[src/rtl/trap_controller_if.sv]
// Bundles the trap/mret requests, CSR access port and redirect outputs of trap_controller.
// master: hazard unit / pipeline side; slave: trap_controller.
interface trap_controller_if #(
   parameter int unsigned XLEN = 32
);
   logic            controlReset;
   logic [3:0]      mcause;
   logic [XLEN-1:0] trapPc;
   logic [XLEN-1:0] trapValue;
   logic            mretSignal;
   logic            stallControl;
   logic            csrReadEnable;
   logic            csrWriteEnable;
   logic [11:0]     csrAddress;
   logic [XLEN-1:0] csrWriteData;
   logic [XLEN-1:0] csrReadData;
   logic            csrIllegal;
   logic            redirectValid;
   logic [XLEN-1:0] redirectPc;
   logic            trapBusy;

   modport master (
      output controlReset, mcause, trapPc, trapValue, mretSignal, stallControl,
             csrReadEnable, csrWriteEnable, csrAddress, csrWriteData,
      input  csrReadData, csrIllegal, redirectValid, redirectPc, trapBusy
   );

   modport slave (
      input  controlReset, mcause, trapPc, trapValue, mretSignal, stallControl,
             csrReadEnable, csrWriteEnable, csrAddress, csrWriteData,
      output csrReadData, csrIllegal, redirectValid, redirectPc, trapBusy
   );
endinterface

[src/rtl/trap_controller.sv]
// M-mode trap CSRs plus one-shot PC redirect on trap entry (to mtvec) and mret (to mepc).
// Optional macro TRAP_MTVAL_EN implements a writable, trap-captured mtval register.
module trap_controller #(
   parameter int unsigned    XLEN         = 32,
   parameter logic [XLEN-1:0] RESET_VECTOR = '0
) (
   input logic               clock,
   input logic               reset,
   trap_controller_if.slave  bus
);
   localparam logic [11:0] ADDR_MSTATUS  = 12'h300;
   localparam logic [11:0] ADDR_MTVEC    = 12'h305;
   localparam logic [11:0] ADDR_MSCRATCH = 12'h340;
   localparam logic [11:0] ADDR_MEPC     = 12'h341;
   localparam logic [11:0] ADDR_MCAUSE   = 12'h342;
   localparam logic [11:0] ADDR_MTVAL    = 12'h343;

   typedef enum logic [1:0] {
      IDLE          = 2'd0,
      TRAP_REDIRECT = 2'd1,
      MRET_REDIRECT = 2'd2
   } state_t;

   state_t          r_state;
   state_t          w_state_next;
   logic            r_mie;
   logic            r_mpie;
   logic [XLEN-1:0] r_mtvec;
   logic [XLEN-1:0] r_mscratch;
   logic [XLEN-1:0] r_mepc;
   logic [3:0]      r_mcause;
   logic [XLEN-1:0] r_redirect_pc;
`ifdef TRAP_MTVAL_EN
   logic [XLEN-1:0] r_mtval;
`else
   logic            w_unused_trap_value;
   assign w_unused_trap_value = ^bus.trapValue;
`endif

   logic            w_trap_take;
   logic            w_mret_take;
   logic            w_csr_we;
   logic            w_redirect_valid;
   logic            w_csr_hit;
   logic [XLEN-1:0] w_read_data;

   // Requests are only accepted from IDLE; trap has priority over mret.
   assign w_trap_take = (r_state == IDLE) && bus.controlReset;
   assign w_mret_take = (r_state == IDLE) && !bus.controlReset && bus.mretSignal;
   assign w_csr_we    = bus.csrWriteEnable && !bus.stallControl;

   always_ff @(posedge clock or negedge reset) begin
      if (!reset) r_state <= IDLE;
      else        r_state <= w_state_next;
   end

   always_comb begin
      w_state_next = r_state;
      case (r_state)
         IDLE: begin
            if (w_trap_take)      w_state_next = TRAP_REDIRECT;
            else if (w_mret_take) w_state_next = MRET_REDIRECT;
         end
         TRAP_REDIRECT,
         MRET_REDIRECT: begin
            if (!bus.stallControl) w_state_next = IDLE;
         end
         default: w_state_next = IDLE;
      endcase
   end

   always_comb begin
      w_redirect_valid = (r_state != IDLE);
   end

   // Software writes are issued first so a same-cycle trap capture or mret overrides them.
   always_ff @(posedge clock or negedge reset) begin
      if (!reset) begin
         r_mie         <= 1'b0;
         r_mpie        <= 1'b0;
         r_mtvec       <= {RESET_VECTOR[XLEN-1:2], 2'b00};
         r_mscratch    <= '0;
         r_mepc        <= '0;
         r_mcause      <= 4'd0;
         r_redirect_pc <= '0;
`ifdef TRAP_MTVAL_EN
         r_mtval       <= '0;
`endif
      end else begin
         if (w_csr_we) begin
            case (bus.csrAddress)
               ADDR_MSTATUS: begin
                  r_mie  <= bus.csrWriteData[3];
                  r_mpie <= bus.csrWriteData[7];
               end
               ADDR_MTVEC:    r_mtvec    <= {bus.csrWriteData[XLEN-1:2], 2'b00};
               ADDR_MSCRATCH: r_mscratch <= bus.csrWriteData;
               ADDR_MEPC:     r_mepc     <= {bus.csrWriteData[XLEN-1:2], 2'b00};
               ADDR_MCAUSE:   r_mcause   <= bus.csrWriteData[3:0];
`ifdef TRAP_MTVAL_EN
               ADDR_MTVAL:    r_mtval    <= bus.csrWriteData;
`endif
               default: ;
            endcase
         end
         if (w_trap_take) begin
            r_mepc        <= {bus.trapPc[XLEN-1:2], 2'b00};
            r_mcause      <= bus.mcause;
            r_mpie        <= r_mie;
            r_mie         <= 1'b0;
            r_redirect_pc <= r_mtvec;
`ifdef TRAP_MTVAL_EN
            r_mtval       <= bus.trapValue;
`endif
         end else if (w_mret_take) begin
            r_redirect_pc <= r_mepc;
            r_mie         <= r_mpie;
            r_mpie        <= 1'b1;
         end
      end
   end

   // Combinational CSR read port and illegal-address decode.
   always_comb begin
      w_read_data = '0;
      w_csr_hit   = 1'b1;
      case (bus.csrAddress)
         ADDR_MSTATUS:  w_read_data = XLEN'({r_mpie, 3'b000, r_mie, 3'b000});
         ADDR_MTVEC:    w_read_data = r_mtvec;
         ADDR_MSCRATCH: w_read_data = r_mscratch;
         ADDR_MEPC:     w_read_data = r_mepc;
         ADDR_MCAUSE:   w_read_data = XLEN'(r_mcause);
`ifdef TRAP_MTVAL_EN
         ADDR_MTVAL:    w_read_data = r_mtval;
`else
         ADDR_MTVAL:    w_read_data = '0;
`endif
         default:       w_csr_hit   = 1'b0;
      endcase
   end

   assign bus.csrReadData   = w_read_data;
   assign bus.csrIllegal    = (bus.csrReadEnable || bus.csrWriteEnable) && !w_csr_hit;
   assign bus.redirectValid = w_redirect_valid;
   assign bus.redirectPc    = r_redirect_pc;
   assign bus.trapBusy      = w_redirect_valid;
endmodule

[src/flat_wrapper.sv]
// flat-port wrapper written by rule: the top's interface ports become plain ports
module trap_controller_flat 
#(
   parameter int unsigned    XLEN         = 32,
   parameter logic [XLEN-1:0] RESET_VECTOR = '0
)
  (clock, reset, bus_controlReset, bus_mcause, bus_trapPc, bus_trapValue, bus_mretSignal, bus_stallControl, bus_csrReadEnable, bus_csrWriteEnable, bus_csrAddress, bus_csrWriteData, bus_csrReadData, bus_csrIllegal, bus_redirectValid, bus_redirectPc, bus_trapBusy);
  trap_controller_if #(.XLEN(XLEN)) bus_i ();
  input logic clock;
  input logic reset;
  input wire logic [$bits(bus_i.controlReset)-1:0] bus_controlReset;
  input wire logic [$bits(bus_i.mcause)-1:0] bus_mcause;
  input wire logic [$bits(bus_i.trapPc)-1:0] bus_trapPc;
  input wire logic [$bits(bus_i.trapValue)-1:0] bus_trapValue;
  input wire logic [$bits(bus_i.mretSignal)-1:0] bus_mretSignal;
  input wire logic [$bits(bus_i.stallControl)-1:0] bus_stallControl;
  input wire logic [$bits(bus_i.csrReadEnable)-1:0] bus_csrReadEnable;
  input wire logic [$bits(bus_i.csrWriteEnable)-1:0] bus_csrWriteEnable;
  input wire logic [$bits(bus_i.csrAddress)-1:0] bus_csrAddress;
  input wire logic [$bits(bus_i.csrWriteData)-1:0] bus_csrWriteData;
  output wire logic [$bits(bus_i.csrReadData)-1:0] bus_csrReadData;
  output wire logic [$bits(bus_i.csrIllegal)-1:0] bus_csrIllegal;
  output wire logic [$bits(bus_i.redirectValid)-1:0] bus_redirectValid;
  output wire logic [$bits(bus_i.redirectPc)-1:0] bus_redirectPc;
  output wire logic [$bits(bus_i.trapBusy)-1:0] bus_trapBusy;
  assign bus_i.controlReset = bus_controlReset;
  assign bus_i.mcause = bus_mcause;
  assign bus_i.trapPc = bus_trapPc;
  assign bus_i.trapValue = bus_trapValue;
  assign bus_i.mretSignal = bus_mretSignal;
  assign bus_i.stallControl = bus_stallControl;
  assign bus_i.csrReadEnable = bus_csrReadEnable;
  assign bus_i.csrWriteEnable = bus_csrWriteEnable;
  assign bus_i.csrAddress = bus_csrAddress;
  assign bus_i.csrWriteData = bus_csrWriteData;
  assign bus_csrReadData = bus_i.csrReadData;
  assign bus_csrIllegal = bus_i.csrIllegal;
  assign bus_redirectValid = bus_i.redirectValid;
  assign bus_redirectPc = bus_i.redirectPc;
  assign bus_trapBusy = bus_i.trapBusy;
  trap_controller #(.XLEN(XLEN), .RESET_VECTOR(RESET_VECTOR)) u_core (.clock(clock), .reset(reset), .bus(bus_i));
endmodule
[config.mk]
export PLATFORM = sky130hd
export DESIGN_NAME = trap_controller_flat
export DESIGN_NICKNAME = d
export VERILOG_FILES = /design/src/rtl/trap_controller_if.sv /design/src/rtl/trap_controller.sv /design/src/flat_wrapper.sv
export SDC_FILE = /design/constraint.sdc
export NUM_CORES = 1
export LEC_CHECK = 0
export ABC_CLOCK_PERIOD_IN_PS = 5570
export CAP_MARGIN = 20
export CORE_ASPECT_RATIO = 0.5
export CORE_UTILIZATION = 51
export DETAILED_ROUTE_END_ITERATION = 8
export PLACE_DENSITY = 0.95
export SLEW_MARGIN = 20
export SYNTH_ARGS = -nofsm -noshare
export SYNTH_HDL_FRONTEND = slang
export SYNTH_SLANG_ARGS = --single-unit
[constraint.sdc]
create_clock -name clock -period 5.57 [get_ports clock]
set_input_delay 1.114 -clock clock [delete_from_list [all_inputs] [get_ports clock]]
set_output_delay 1.114 -clock clock [all_outputs]
set_load 0.02 [all_outputs]
Word-level counts from Yosys, hierarchy flattened. Index checks and enable logic that the tools add are counted.

Bits in registers: 134. Latch bits: 0. RAM bits: 0. Bits in read-only memories: 0. Input port bits: 119. Word-level logic and storage cells: 65. Memories: 0.

Add/sub/neg operators: 0. Multipliers: 0. Divide/modulo/power cells: 0. Magnitude comparators: 0. Equal/unequal tests: 10. Shift operators: 0. Mux-type cells: 22. Bitwise gates (word level): 0. Reductions and logical operators: 25.

Operators with widths (number): $mux 32 (5); $pmux 32 s5 (1); $eq 12x10->1 const B (6); $mux 4 (3); $reduce_and 2->1 (6); $reduce_bool 2->1 (5); $mux 1 (9); $mux 2 (3); $reduce_bool 3->1 (2); $reduce_or 6->1 (1); $logic_and 1x1->1 (5); $pmux 2 s2 (1); $logic_not 1->1 (3); $ne 3x1->1 const B (1); $eq 2x1->1 const B (1); $eq 2x2->1 const B (1); $logic_not 2->1 (1); $ne 2x2->1 const B (1); $reduce_or 2->1 (1); $logic_or 1x1->1 (1).

Depth between registers and ports, before layout. Gate-level depths: netlist (run 1).

Depth in word-level cells: 6. Depth in mapped cells: 8. Mapped depth without buffers: 6.

Least setup slack after synthesis (run 1). No wires, ideal clock.

Kind: input-to-output. From: input port bus_csrAddress[2]. To: output port bus_csrReadData[10]. Data arrival time: 2.665 ns. Data required time: 4.456 ns. Slack: 1.791 ns. Stages: 6. Buffers on the path: 2. Cell sequence: buf_2 -> or4b_1 -> nor3_2 -> buf_2 -> a22oi_1 -> nand2_1.

Longest elaborated chain between the ends: 2. Elaborated cells on any way between the ends: 6. Classes of those cells: eq/ne (5); mux (1).

RTL lines: from (decl) (RTL line flat_wrapper.sv:19) `input wire logic [$bits(bus_i.csrAddress)-1:0] bus_csrAddress;`; $eq 12x10->1 (RTL line trap_controller.sv:127) `case (bus.csrAddress)`; $pmux 32 s5 * (RTL line trap_controller.sv:127); to (decl) (RTL line flat_wrapper.sv:21) `output wire logic [$bits(bus_i.csrReadData)-1:0] bus_csrReadData;`.

Every way passes the cells marked *; elsewhere a longest branch is shown, timed or not.

Final worst setup path (run 1).
From: input port bus_csrAddress[0]. To: output port bus_csrReadData[13].

The elaborated chain is that of the path after synthesis.

==> results.json, run 1 <==
{
  "die_x_um": 158,
  "finalSetupTns_ns": 0,
  "cap_violations": 0,
  "io_pins": 186,
  "skew_ns": 0.0122,
  "syn_inst": 576,
  "antenna_cells": 0,
  "ant_nets": 0,
  "synthArstFlopShare": 1.00,
  "drt-wirelength-per-cell_um": 19.4,
  "relSlewSlack": 0.393,
  "hold_viol": 0,
  "dp_hpwl_um": 10700,
  "gp_congestion": 0.785,
  "cts_htree_levels": 4,
  "synth_seq_cells": 130,
  "layout-drive-gt1-share": 0.118,
  "layout.nets": 837,
  "timing.fmax_ghz": 0.199,
  "cts_root_buf": "clkbuf_16",
  "vias_per_cell": 5.80,
  "run_status": "completed",
  "drc": 0,
  "synth-edff-count": 0,
  "dp.cells": 863,
  "antenna_found_initial": 0,
  "ys_seq_area_frac": 0.521,
  "drt_iter0_drc": 453,
  "tightest_slew_ns": 0.911,
  "vias": 5193,
  "cp-start-kind": "primary input",
  "finalCriticalPeriod_ns": 5.03,
  "cts_tree": "built",
  "clock_path_buffers": 2,
  "grt_usage": 0.285,
  "endpoint_kind": "output port",
  "fp.dieArea_um2": 12700,
  "rows": 28,
  "initial_utilization": 0.525,
  "crit_type": "primary input to output port",
  "coreArea_um2": 11900,
  "dieHeight_um": 80.2,
  "final_util": 0.713,
  "syn-cell-area_um2": 6240,
  "vdd_drop_max_mv": 0.205,
  "startpoint": "bus_csrAddress[0]",
  "grt_setup_unrepaired": "false",
  "powerDensity_nw_per_um2": 423,
  "cts_num_sinks": 130,
  "ys_types": 43,
  "finalPower_uw": 3580,
  "grt_max_degree": 83,
  "io_buffers": 149,
  "worst-path-max-fanout": 27,
  "holdBufCountCts": 0,
  "hp-class": "flop to flop",
  "fill_cells": 777,
  "clk_pin_slew_ns": 0.05,
  "leakagePower_uw": 0.00414,
  "min_period_over_period": 0.903,
  "cts_inserted_buffers": 17,
  "required_ns": 4.46,
  "ctsResizeCount": 0,
  "ys_dominant_reg_cell": "dfrtp_1",
  "maxSlewViolCount": 0,
  "finalSetupViolations": 0,
  "worstReg2RegStart": "u_core.r_state[0]",
  "hold_path_startpoint": "u_core.bus.redirectPc[22]",
  "grt_pass1_wl_um": 27200,
  "avgSynthCellArea_um2": 10.8,
  "grt_overflow": 0,
  "dr.pass1.iters": 8,
  "cp.arrival_ns": 3.92,
  "yosys_warnings": 0,
  "grt_pass1_vias": 5423,
  "wirelength_um": 17300,
  "area_growth_pct": 35.8,
  "clkLatencyLatePin_ns": 0.42,
  "post_cts_buffers": 0,
  "layout.cells.non_filler": 895
}
[placed cells by master (no fill, tap or decap), types with 5 or more instances in the layout]
cell type and count:
mux2_2 32, nor2_1 39, clkinv_2 7, clkdlybuf4s50_1 148
inv_1 5, mux2_1 32, buf_4 14, mux2i_1 67
dfrtp_1 130, a22oi_1 28, nand2_1 87, a21oi_1 40
o21ai_0 32, clkbuf_16 17
[worst paths after layout]
check | end | slack, ns | cells after the start
max | bus_csrReadData[13] | 0.54 | 7
min | u_core.bus.redirectPc[22] | 0.48 | 2
max reg2reg | u_core.bus.redirectPc[10] | 3.11 | 6
min reg2reg | u_core.bus.redirectPc[22] | 0.48 | 2
max in group asynchronous | u_core.r_mepc[31] | 3.73 | 2
min in group asynchronous | u_core.r_mscratch[15] | 0.72 | 1
[cell usage after synthesis, types with 2 or more instances]
| library cell | instances | area (µm²) |
|---|---|---|
| buf_1 | 2 | 7.51 |
| nand3b_1 | 2 | 15.0 |
| nor2_1 | 39 | 146 |
| clkbuf_1 | 23 | 86.3 |
| inv_1 | 5 | 18.8 |
| mux2_1 | 32 | 360 |
| dfrtp_1 | 130 | 3250 |
| nor3_1 | 2 | 10.0 |
| o22ai_1 | 4 | 25.0 |
| nor3b_1 | 2 | 15.0 |
| nor4b_1 | 2 | 17.5 |
| nor2b_1 | 2 | 12.5 |
| a31oi_1 | 2 | 12.5 |
| nand2_1 | 88 | 330 |
| buf_2 | 11 | 55.1 |
| a22oi_1 | 28 | 210 |
| mux2_2 | 32 | 360 |
| or4b_4 | 2 | 27.5 |
| mux2i_1 | 67 | 671 |
| buf_4 | 6 | 45.0 |
| o21ai_0 | 33 | 165 |
| a21oi_1 | 40 | 200 |
| or3_1 | 2 | 12.5 |
[flip-flops by register name, indices dropped and copies added (netlist names)]
register	cells
u_core.r_mscratch	32
u_core.bus.redirectPc	30
u_core.r_mepc	30
u_core.r_mtvec	30
u_core.r_mcause	4
u_core.r_state	2
u_core.r_mie	1
u_core.r_mpie	1
[per-layer routing]
| layer | GRT usage | routed length (µm) |
|---|---|---|
| met1 | 0.332 | 7050 |
| met2 | 0.495 | 8640 |
| met3 | 0.0615 | 940 |
| met4 | 0.156 | 690 |
| met5 | 0 | 0 |
[power breakdown]
part	total, µW	internal (µW)	leakage [µW]	switching, µW
registers	1360	1190	0.00166	173
clock network	1100	688	0.000288	411
logic	1120	500	0.00220	618
[cell type report]
cell class	count	area, µm²	area share
flip-flops and latches	130	3250	0.384
multi-input cells	400	2820	0.332
repair buffers	163	1600	0.189
clock buffers	21	470	0.0555
well taps	165	206	0.0244
clock inverters	11	110	0.0130
inverters	5	18.8	0.00222
[per-stage QoR]
stage,cell area (µm²),worst slack (ns),hold slack (ns)
finish,8470,0.539,0.480
global placement,7890,0.726,0.462
CTS,8470,0.593,0.483
floorplan,6240,1.79,0.457
global route,8470,0.460,0.503
detailed placement,7890,0.690,0.470
[critical path, stage by stage]
cell	delay [ns]
clkdlybuf4s50_1	0.62
or4b_1	0.71
nor3_4	0.15
buf_4	0.37
a22oi_1	0.18
nand2_1	0.12
clkdlybuf4s50_1	0.64
[kinds of logic after synthesis]
logic type / after synthesis / share of synthesized area
muxes: 131 / 0.223
DFF: 130 / 0.521
other: 1 / 0.000601
adders and majority gates: 1 / 0.00200
AOI/OAI and AO/OA: 112 / 0.105
and+or+nand+nor: 154 / 0.114
buffers and inverters: 47 / 0.0341
Note: power is estimated with default switching activity, not from simulation.
==> inputs of run 2 (changes only) <==
Settings changed: CORE_UTILIZATION 51 to 30, PLACE_DENSITY 0.95 to 0.66, SKIP_CTS_REPAIR_TIMING from default to 1.
==> run 2 against run 1 <==
Net effect:
- first-iteration DRC count decreased by 39%
- via count fell by 6.7%
- die area increased by 69%
- power is 1.3% lower
- critical path depth unchanged
- largest power group unchanged
==> results.json, run 2 (synthesis results as in run 1) <==
{
  "cap_violations": 0,
  "area_growth_pct": 38.6,
  "dieHeight_um": 104,
  "drc": 0,
  "wirelength_um": 16900,
  "fp.dieArea_um2": 21400,
  "min_period_over_period": 0.884,
  "worst-path-max-fanout": 27,
  "vias_per_cell": 4.85,
  "final_util": 0.434,
  "powerDensity_nw_per_um2": 409,
  "ant_nets": 0,
  "wl_met2_um": 8340,
  "tightest_slew_ns": 0.915,
  "top_layer": "met4",
  "mostFrequentLayoutCell": "clkdlybuf4s50_1",
  "drt-wirelength-per-cell_um": 16.9,
  "hold_viol": 0,
  "clkLatencyLatePin_ns": 0.41,
  "layout-drive-gt1-share": 0.123,
  "io_pins": 186,
  "timing.fmax_ghz": 0.203,
  "endpoint_kind": "output port",
  "wl_met3_um": 647,
  "io_buffers": 149,
  "largest_reg_flops": 32,
  "cts_tree": "built",
  "cts_inserted_buffers": 17,
  "coreArea_um2": 19900,
  "cts_htree_levels": 4,
  "finalPower_uw": 3530,
  "required_ns": 4.46,
  "grt_max_degree": 78,
  "grt_pass1_wl_um": 27100,
  "hp-class": "primary input to asynchronous set/reset pin",
  "die_x_um": 206,
  "grt_pass1_vias": 5086,
  "antenna_found_initial": 0,
  "wl_met1_um": 7530,
  "dr.pass1.iters": 4,
  "regMostFlops": "u_core.r_mscratch",
  "initial_utilization": 0.313,
  "finalSetupViolations": 0,
  "grt_overflow": 0,
  "cts_num_sinks": 130,
  "clk_pin_slew_ns": 0.06,
  "vias": 4843,
  "dp_hpwl_um": 11600,
  "clock_path_buffers": 2,
  "grt_usage": 0.163,
  "leakagePower_uw": 0.00416,
  "skew_ns": 0.00880,
  "reg2reg_depth": 6,
  "rows": 36,
  "layout.nets": 840,
  "run_status": "completed",
  "finalCriticalPeriod_ns": 4.93,
  "final_cell_mix": "clkdlybuf4s50_1 (148), dfrtp_1 (130), nand2_1 (87), mux2i_1 (67), a21oi_1 (40)",
  "finalSetupTns_ns": 0,
  "grt_setup_unrepaired": "false",
  "relSlewSlack": 0.386,
  "drt_iter0_drc": 275,
  "cp.arrival_ns": 3.81,
  "cp-start-kind": "primary input",
  "antenna_cells": 0,
  "gp_congestion": 0.798,
  "maxSlewViolCount": 0,
  "cts_root_buf": "clkbuf_16",
  "vdd_drop_max_mv": 0.221,
  "crit_type": "primary input to output port"
}
## run 2: changes by cell type in the layout (fill, tap and decap cells not counted), sizes merged
cell,delta
clkbuf,-4
buf,+3
inv,+11
bufinv,-1
clkinvlp,-1
clkinv,-5
## run 2: where the power goes
group	leakage (µW)	internal [µW]	switching, µW
Clock	0.000285	635	470
Combinational	0.00222	500	583
Sequential	0.00166	1190	157
Total	0.00416	2320	1210
## run 2: worst max-delay path: stages
cell and delay [ns]:
clkdlybuf4s50_1 0.60, or4b_1 0.68, nor3_4 0.14, buf_4 0.37, a22oi_1 0.15, nand2_1 0.12
clkdlybuf4s50_1 0.61
## run 2: layer usage
metal / up-vias / GRT usage
li1: 2318 / -
met1: 2425 / 0.196
met2: 77 / 0.276
met3: 23 / 0.0451
met4: 0 / 0.0614
met5: - / 0
## run 2: layout make-up
class	count	area [µm²]
inverters	5	18.8
flip-flops and latches	130	3250
clock inverters	15	156
fillers	1882	11300
multi-input cells	400	2820
repair buffers	166	1650
clock buffers	17	425
well taps	266	333
## run 2: worst paths after layout
kind | start | endpoint | slack (ns)
worst max-delay path | bus_csrAddress[0] | bus_csrReadData[4] | 0.64
worst min-delay path | reset | u_core.r_mcause[1] | 0.48
worst max register to register | u_core.r_state[0] | u_core.bus.redirectPc[6] | 3.12
worst min register to register | u_core.bus.redirectPc[31] | u_core.bus.redirectPc[31] | 0.48
max in group asynchronous | reset | u_core.r_mscratch[14] | 4.19
min in group clock | u_core.bus.redirectPc[31] | u_core.bus.redirectPc[31] | 0.48
## run 2: stage by stage
stage	worst slack [ns]	hold WS (ns)	cells	cell area, µm²
3_3_place_gp	0.646	0.462	967	8060
4_1_cts	0.649	0.462	999	8640
6_report	0.645	0.478	999	8650
2_1_floorplan	1.79	0.457	577	6240
3_5_place_dp	0.641	0.471	967	8060
5_1_grt	0.552	0.459	999	8650
==> inputs of run 3 (changes only) <==
Settings changed: ABC_CLOCK_PERIOD_IN_PS 5570 to 4600, REMOVE_ABC_BUFFERS from default to 1.
Clock period 5.57 ns to 4.6 ns, I/O delays scaled along.
==> run 3 against run 2 <==
Net effect:
- register-to-register slack got worse by 0.69 ns
- via count rose by 0.62%
- critical path depth did not move
- worst hold slack got worse by 0.026 ns
- clock power up 32%
- routed wire length grew 0.60%
- count of clock-buffer cells in the layout stayed put
- critical endpoint is now bus_csrReadData[2]
==> results.json, run 3 (synthesis results as in run 1) <==
{
  "layout.nets": 844,
  "grt_max_degree": 87,
  "vias": 4873,
  "cts_tree": "built",
  "gp_congestion": 0.801,
  "grt_usage": 0.166,
  "rows": 36,
  "dr.pass1.iters": 4,
  "die_x_um": 206,
  "vias_per_cell": 4.86,
  "area_growth_pct": 40.9,
  "hp-class": "primary input to asynchronous set/reset pin",
  "cap_violations": 0,
  "dp_hpwl_um": 11200,
  "layout-drive-gt1-share": 0.126,
  "timing.fmax_ghz": 0.233,
  "cts_inserted_buffers": 17,
  "antenna_cells": 0,
  "coreArea_um2": 19900,
  "cts_root_buf": "clkbuf_16",
  "finalCriticalPeriod_ns": 4.29,
  "ant_nets": 0,
  "drc": 0,
  "clk_pin_slew_ns": 0.07,
  "maxSlewViolCount": 0,
  "required_ns": 3.68,
  "grt_setup_unrepaired": "false",
  "grt_pass1_vias": 5142,
  "clock_path_buffers": 2,
  "cp-start-kind": "primary input",
  "leakagePower_uw": 0.00422,
  "run_status": "completed",
  "final_cell_mix": "clkdlybuf4s50_1 (148), dfrtp_1 (130), nand2_1 (87), mux2i_1 (67), a21oi_1 (40)",
  "relSlewSlack": 0.461,
  "io_pins": 186,
  "hold_viol": 0,
  "reg2reg_slack_ns": 2.43,
  "finalSetupTns_ns": 0,
  "skew_ns": 0.0152,
  "initial_utilization": 0.313,
  "cp.arrival_ns": 3.37,
  "fp.dieArea_um2": 21400,
  "powerDensity_nw_per_um2": 503,
  "dieHeight_um": 104,
  "finalPower_uw": 4420,
  "regMostFlops": "u_core.r_mscratch",
  "drt_iter0_drc": 349,
  "mostFrequentLayoutCell": "clkdlybuf4s50_1",
  "dp.cells": 970,
  "vdd_drop_max_mv": 0.240,
  "min_period_over_period": 0.933,
  "antenna_found_initial": 0,
  "clkLatencyLatePin_ns": 0.41,
  "crit_type": "primary input to output port",
  "drt-wirelength-per-cell_um": 16.9,
  "grt_pass1_wl_um": 27700,
  "finalSetupViolations": 0,
  "largest_reg_flops": 32,
  "layout.cells.non_filler": 1002,
  "io_buffers": 149,
  "wirelength_um": 17000,
  "fill_cells": 1876,
  "worst-path-max-fanout": 12,
  "grt_overflow": 0,
  "endpoint_kind": "output port",
  "tightest_slew_ns": 0.805,
  "cts_num_sinks": 130,
  "cts_htree_levels": 4
}
## run 3: changes by cell type in the layout (fill, tap and decap cells not counted)
cell / change
buf_12: +5
inv_6: -5
bufinv_16: +3
clkinv_4: +2
inv_8: -2
buf_6: -1
clkinv_2: +1
nand2_4: -1
nand2_8: +1
## run 3: final timing paths
kind,startpoint,endpoint,cells after the start
hold reg to reg,u_core.bus.redirectPc[30],u_core.bus.redirectPc[30],2
setup / recovery,bus_csrAddress[5],bus_csrReadData[2],7
max in group asynchronous,reset,u_core.r_mepc[28],2
hold / removal,reset,u_core.bus.redirectPc[11],1
min in group clock,u_core.bus.redirectPc[30],u_core.bus.redirectPc[30],2
setup reg to reg,u_core.r_state[0],u_core.bus.redirectPc[25],6
## run 3: layout make-up
cell class | instances | area, µm² | area share
Sequential cell | 130 | 3250 | 0.370
Multi-Input combinational cell | 400 | 2830 | 0.321
Timing Repair Buffer | 170 | 1730 | 0.197
Clock buffer | 17 | 425 | 0.0484
Tap cell | 266 | 333 | 0.0379
Clock inverter | 14 | 203 | 0.0231
Inverter | 5 | 18.8 | 0.00213
## run 3: per-layer routing
layer / GRT usage / share of wire / vias to the layer above
li1: - / - / 2334
met1: 0.212 / 0.45 / 2464
met2: 0.285 / 0.51 / 66
met3: 0.0310 / 0.033 / 9
met4: 0.0441 / 0.0081 / 0
met5: 0 / 0 / -
## run 3: worst max-delay path, stage by stage
cell	delay (ns)
clkdlybuf4s50_1	0.42
or4b_4	0.62
nor3_2	0.29
buf_4	0.28
a22oi_1	0.11
o21ai_0	0.09
clkdlybuf4s50_1	0.63
## run 3: where the power goes
group | leakage (µW) | switching [µW] | internal, µW
combinational | 0.00225 | 718 | 626
clock | 0.000305 | 536 | 914
sequential | 0.00166 | 185 | 1440
total | 0.00422 | 1440 | 2980
## run 3: through the flow
| step | hold slack [ns] | worst slack (ns) | utilization | cell area [µm²] |
|---|---|---|---|---|
| floorplan | 0.457 | -0.0171 | - | 6050 |
| global placement | 0.463 | 0.320 | 0.409 | 8140 |
| detailed placement | 0.469 | 0.295 | 0.409 | 8140 |
| CTS | 0.483 | 0.285 | 0.440 | 8760 |
| global route | 0.478 | 0.171 | 0.442 | 8790 |
| finish | 0.451 | 0.306 | 0.442 | 8790 |
